$ cat src/rtl/regblock_seq_pkg.sv
// Shared types for the regblock command sequencer: FSM state encoding and
// the command record carried through the in-order command FIFO.
package regblock_seq_pkg;

    // Widest data path the command record can carry; instances use WIDTH <= this.
    localparam int SEQ_DATA_W = 32;

    typedef enum logic [2:0] {
        IDLE    = 3'd0,
        WRITE   = 3'd1,
        READ    = 3'd2,
        CAPTURE = 3'd3,
        RESP    = 3'd4
    } seq_state_e;

    typedef struct packed {
        logic                  write;
        logic                  index;
        logic [SEQ_DATA_W-1:0] data;
    } seq_cmd_t;

endpackage

$ cat src/rtl/regblock_cmd_fifo.sv
// In-order DEPTH-entry command FIFO. The caller gates push/pop, so the
// occupancy counter can never over- or underflow.
module regblock_cmd_fifo
    import regblock_seq_pkg::*;
#(
    parameter  int DEPTH = 4,
    localparam int PTR_W = $clog2(DEPTH),
    localparam int LVL_W = $clog2(DEPTH + 1)
) (
    input  logic             clk,
    input  logic             rst,
    input  logic             push,
    input  logic             pop,
    input  seq_cmd_t         din,
    output seq_cmd_t         dout,
    output logic             full,
    output logic             empty,
    output logic [LVL_W-1:0] level
);

    seq_cmd_t         mem [DEPTH];
    logic [PTR_W-1:0] wr_ptr;
    logic [PTR_W-1:0] rd_ptr;
    logic [LVL_W-1:0] count;

    assign full  = (count == LVL_W'(DEPTH));
    assign empty = (count == '0);
    assign level = count;
    assign dout  = mem[rd_ptr];

    // Storage carries no reset; only pointers and occupancy are control state.
    always_ff @(posedge clk) begin
        if (push) begin
            mem[wr_ptr] <= din;
        end
    end

    always_ff @(posedge clk or posedge rst) begin
        if (rst) begin
            wr_ptr <= '0;
            rd_ptr <= '0;
            count  <= '0;
        end else begin
            if (push) begin
                wr_ptr <= wr_ptr + PTR_W'(1);
            end
            if (pop) begin
                rd_ptr <= rd_ptr + PTR_W'(1);
            end
            case ({push, pop})
                2'b10:   count <= count + LVL_W'(1);
                2'b01:   count <= count - LVL_W'(1);
                default: count <= count;
            endcase
        end
    end

endmodule

$ cat src/rtl/regblock_cmd_sequencer.sv
// Command sequencer in front of one regblock copy: queues read/write commands
// and replays them in program order, returning read data on a response channel.
module regblock_cmd_sequencer
    import regblock_seq_pkg::*;
#(
    parameter int WIDTH = 32,
    parameter int DEPTH = 4
) (
    input  logic                         clk,
    input  logic                         rst,
    input  logic                         cmd_valid,
    output logic                         cmd_ready,
    input  logic                         cmd_write,
    input  logic                         cmd_index,
    input  logic [WIDTH-1:0]             cmd_data,
    output logic                         rsp_valid,
    input  logic                         rsp_ready,
    output logic                         rsp_index,
    output logic [WIDTH-1:0]             rsp_data,
    output logic                         rb_en,
    output logic                         rb_wr_index,
    output logic                         rb_rd_index,
    output logic [WIDTH-1:0]             rb_d,
    input  logic [WIDTH-1:0]             rb_q,
    output logic [$clog2(DEPTH+1)-1:0]   level
);

    seq_state_e state;
    seq_cmd_t   push_cmd;
    seq_cmd_t   head;
    logic       fifo_full;
    logic       fifo_empty;
    logic       push;
    logic       pop;

    // No bypass: a full FIFO refuses even when the FSM pops the same cycle.
    assign cmd_ready = !fifo_full && !rst;
    assign push      = cmd_valid && cmd_ready;
    assign pop       = (state == IDLE) && !fifo_empty;

    always_comb begin
        push_cmd       = '0;
        push_cmd.write = cmd_write;
        push_cmd.index = cmd_index;
        push_cmd.data  = SEQ_DATA_W'(cmd_data);
    end

    regblock_cmd_fifo #(
        .DEPTH (DEPTH)
    ) u_fifo (
        .clk   (clk),
        .rst   (rst),
        .push  (push),
        .pop   (pop),
        .din   (push_cmd),
        .dout  (head),
        .full  (fifo_full),
        .empty (fifo_empty),
        .level (level)
    );

    // The read index stays on rb_rd_index through CAPTURE, so it doubles as rsp_index.
    always_ff @(posedge clk or posedge rst) begin
        if (rst) begin
            state       <= IDLE;
            rb_en       <= 1'b0;
            rb_wr_index <= 1'b0;
            rb_rd_index <= 1'b0;
            rb_d        <= '0;
            rsp_valid   <= 1'b0;
            rsp_index   <= 1'b0;
            rsp_data    <= '0;
        end else begin
            case (state)
                IDLE: begin
                    if (pop) begin
                        if (head.write) begin
                            state       <= WRITE;
                            rb_en       <= 1'b1;
                            rb_wr_index <= head.index;
                            rb_d        <= head.data[WIDTH-1:0];
                        end else begin
                            state       <= READ;
                            rb_rd_index <= head.index;
                        end
                    end
                end
                WRITE: begin
                    rb_en <= 1'b0;
                    state <= IDLE;
                end
                READ: begin
                    state <= CAPTURE;
                end
                CAPTURE: begin
                    rsp_data  <= rb_q;
                    rsp_index <= rb_rd_index;
                    rsp_valid <= 1'b1;
                    state     <= RESP;
                end
                RESP: begin
                    if (rsp_ready) begin
                        rsp_valid <= 1'b0;
                        state     <= IDLE;
                    end
                end
                default: begin
                    rb_en     <= 1'b0;
                    rsp_valid <= 1'b0;
                    state     <= IDLE;
                end
            endcase
        end
    end

endmodule

$ cat config.mk
export PLATFORM = sky130hd
export DESIGN_NAME = regblock_cmd_sequencer
export DESIGN_NICKNAME = d
export VERILOG_FILES = /design/src/rtl/regblock_seq_pkg.sv /design/src/rtl/regblock_cmd_fifo.sv /design/src/rtl/regblock_cmd_sequencer.sv
export SDC_FILE = /design/constraint.sdc
export NUM_CORES = 1
export LEC_CHECK = 0
export ABC_AREA = 1
export BUFFER_PORTS_ARGS = -buffer_cell sky130_fd_sc_hd__buf_2
export CAP_MARGIN = 20
export CORE_MARGIN = 10
export CORE_UTILIZATION = 30
export CTS_BUF_LIST = sky130_fd_sc_hd__clkbuf_2
export CTS_CLUSTER_SIZE = 20
export DETAILED_ROUTE_END_ITERATION = 8
export RECOVER_POWER = 25
export SETUP_SLACK_MARGIN = 0.3
export SLEW_MARGIN = 25
export SYNTH_ARGS = -nofsm -noshare
export SYNTH_HDL_FRONTEND = slang
export SYNTH_SLANG_ARGS = --single-unit
$ cat constraint.sdc
create_clock -name clk -period 6 [get_ports clk]
set_input_delay 1.2 -clock clk [delete_from_list [all_inputs] [get_ports clk]]
set_output_delay 1.2 -clock clk [all_outputs]
set_load 0.05 [all_outputs]
==> reports/summary.txt <==
Routed met3 length -> 1.62 mm
Post-DRT Antenna Nets -> 0
number of synthesized register bits -> 215
worst-skew pair later-pin latency -> 830 ps
Buf/Inv on CP -> 3
worst relative slew slack -> 7.71%
Reg2Reg Depth -> 6
leakage dissipation -> 0.00443 µW
clock tree buffer depth -> 3
CTS tree -> done
P per Cell Area -> 561 mW/mm²
fillcell total -> 2816
Clock Sinks -> 215
Post-CTS Repair Setup Buffers -> 0
die area -> 0.0356 mm²
crit share post-route -> 64.2%
core area -> 0.0279 mm²
CP required -> 6670 ps
DR pass1 iterations -> 4
Die W -> 189 µm
clk_skew -> 109 ps
Synth Flop Type -> edfxtp_1
RSZ-0062 raised after global routing -> no
largest area contributor in the netlist -> edfxtp_1
largest net degree at the start of global routing -> 72
vias per cell -> 4.32
post-synthesis cell type count -> 27
Worst IR Drop VDD -> 280 µV
most common cell in the netlist -> nand2_1
number of port buffers -> 142
Layout Nets -> 1012
# Max-Cap Violations -> 0
routability cong. -> 0.741
via count -> 5886
drt drc -> 0
TritonCTS Buffers -> 55
WL met2 -> 8.77 mm
Largest stage delay, worst path -> 1070 ps
worst path arrival time -> 4520 ps
worst-path fanout max -> 28
Max Freq -> 260 MHz
post-synthesis async set-or-reset flop share -> 36.7%
wl on met1 -> 9.56 mm
outcome -> completed
Slowest-stage cell, CP -> clkinvlp_2
Critical Path, Cell by Cell -> clkbuf_1 > clkinvlp_2 > nand3_1 > ha_1 > inv_1 > fa_1 > a21oi_1 > o21ai_0 > xor2_1
top sig layer -> met5
reg2reg setup slack -> 3570 ps
Area after DPL -> 0.00964 mm²
CP Launch Type -> input port
FP Rows -> 61
number of global-route vias before repair -> 6039
Cells after Synth -> 768
CTS hold repair buffers -> 0
Post-Synthesis Cell Area -> 0.00853 mm²
worst hold path class -> reg -> reg
Avg WL per Cell -> 14.9 µm
Area growth syn-to-layout -> 18.6%
worst-case hold slack -> 468 ps
# setup viols final -> 0
Worst-Margin Slew -> 1380 ps
Die Ht -> 189 µm
R2R Path End -> rb_d[3]$_DFFE_PP0P_
critical path endpoint category -> register
final WL -> 20.3 mm
setup_tns -> 0 ps
Setup crit end -> u_fifo.level[2]$_DFFE_PP0P_
top cell type's share of synthesized area -> 47.9%
layout cell share with drive strength beyond 1 -> 23.3%
worst r2r src -> u_fifo.rd_ptr[1]$_DFFE_PP0N_
Area contributors post-synth -> edfxtp_1, dfrtp_1, nand2_1
H-tree levels -> 2
IO Count -> 143
DP Wirelength -> 13.4 mm
synth cell count leaders -> nand2_1, nor2_1, edfxtp_1
total congestion overflow -> 0
Syn Nets -> 844
final instance area -> 0.0101 mm²
final hold viol count -> 0
quantity of gates resized following cts -> 0
Clock transition at path regs -> 80 ps
Power, Total -> 5670 µW
Post-synth EDFFs -> 136
min cycle time layout -> 3850 ps
global-route wire length before repair -> 32.8 mm
count of final max-slew check failures -> 0
DRT iter0 DRCs -> 260
final setup margin -> 2150 ps
post-synthesis area per instance -> 11.1 µm²
clock root cell -> clkbuf_2
initial antenna violation count -> 5
dpl ws -> 2490 ps
cell family with most CP delay -> buffers and inverters
start point of the critical path -> rst
Ys Warns -> 0
overall global routing resource usage -> 11.3%
critical path depth -> 9
Seq/Total Area, Yosys -> 71.0%
Crit Path Category -> in -> reg
initial core utilization -> 30.5%
==> stage by stage <==
stage | utilization (%) | std cells
2_1_floorplan | - | 768
3_3_place_gp | 34.1 | 1253
3_5_place_dp | 34.5 | 1257
4_1_cts | 36.3 | 1360
5_1_grt | 36.2 | 1363
6_report | 36.2 | 1364
==> logic make-up after synthesis <==
logic type               Yosys count  share of synthesized area, %
AO/OA/AOI/OAI                     77                          4.53
AND/OR/NAND/NOR                  408                          19.4
XOR/XNOR                           3                         0.308
adder cells (fa/ha/maj)            6                         0.968
flip-flops                       215                          71.0
buffers and inverters             59                          3.71
==> worst min-delay path by stage <==
stage,startpoint,end,slack (ps),cells after the start
2_1_floorplan,u_fifo.mem[3][0]$_DFFE_PP_,rb_d[0]$_DFFE_PP0P_,530,4
3_3_place_gp,rsp_data[26]$_DFFE_PP0P_,rsp_data[26]$_DFFE_PP0P_,450,2
3_5_place_dp,rsp_data[26]$_DFFE_PP0P_,rsp_data[26]$_DFFE_PP0P_,450,2
4_1_cts,rst,rb_d[14]$_DFFE_PP0P_,260,2
5_1_grt,rb_d[4]$_DFFE_PP0P_,rb_d[4]$_DFFE_PP0P_,490,2
6_report,rb_d[30]$_DFFE_PP0P_,rb_d[30]$_DFFE_PP0P_,470,2
==> report_power, final <==
group / total, µW / internal, µW / switching, µW
combinational: 2570 / 611 / 1960
clock: 951 / 371 / 579
sequential: 2150 / 1950 / 197
==> cells in the final DEF (no fill, tap or decap), drive strengths merged <==
cell type | Yosys | final
ha | 5 | 5
edfxtp | 136 | 136
clkinvlp | 0 | 1
nand3 | 41 | 41
nand2 | 224 | 224
inv | 21 | 22
buf | 25 | 117
xor2 | 2 | 2
or2 | 1 | 1
a21oi | 7 | 7
diode | 0 | 4
clkbuf | 13 | 113
clkinv | 0 | 20
o21ai | 69 | 69
a31oi | 1 | 1
fa | 1 | 1
nor2 | 141 | 141
dfrtp | 79 | 79
nand3b | 1 | 1
xnor2 | 1 | 1
==> registers in the layout (all words and copies together) (netlist names), 2 cells and up <==
signal         cells
u_fifo.rd_ptr      2
u_fifo.level       3
rsp_data          32
u_fifo.wr_ptr      2
rb_d              32
state              3
u_fifo.mem       136
==> worst register-to-register path, stage by stage, from the launching register on <==
cell and delay, ps:
dfrtp_2 870, inv_2 560, nand3_2 250, nand2_4 100
nor2_8 390, nand2_1 120, nand2_1 90
==> metal layers <==
metal | vias up | global-route usage, %
met5 | - | 0
met4 | 4 | 4.09
met3 | 32 | 4.27
met2 | 193 | 16.8
met1 | 2723 | 14.7
li1 | 2934 | -
==> cell type report <==
| cell class | instances | area (µm²) | share of cell area (%) |
|---|---|---|---|
| Antenna cell | 4 | 10.0 | 0.0989 |
| Clock buffer | 81 | 405 | 4.01 |
| Clock inverter | 22 | 97.6 | 0.965 |
| Inverter | 21 | 85.1 | 0.841 |
| Multi-Input combinational cell | 494 | 2190 | 21.6 |
| Sequential cell | 215 | 6060 | 59.9 |
| Tap cell | 378 | 473 | 4.68 |
| Timing Repair Buffer | 149 | 796 | 7.87 |
Note: power is estimated with default switching activity, not from simulation.
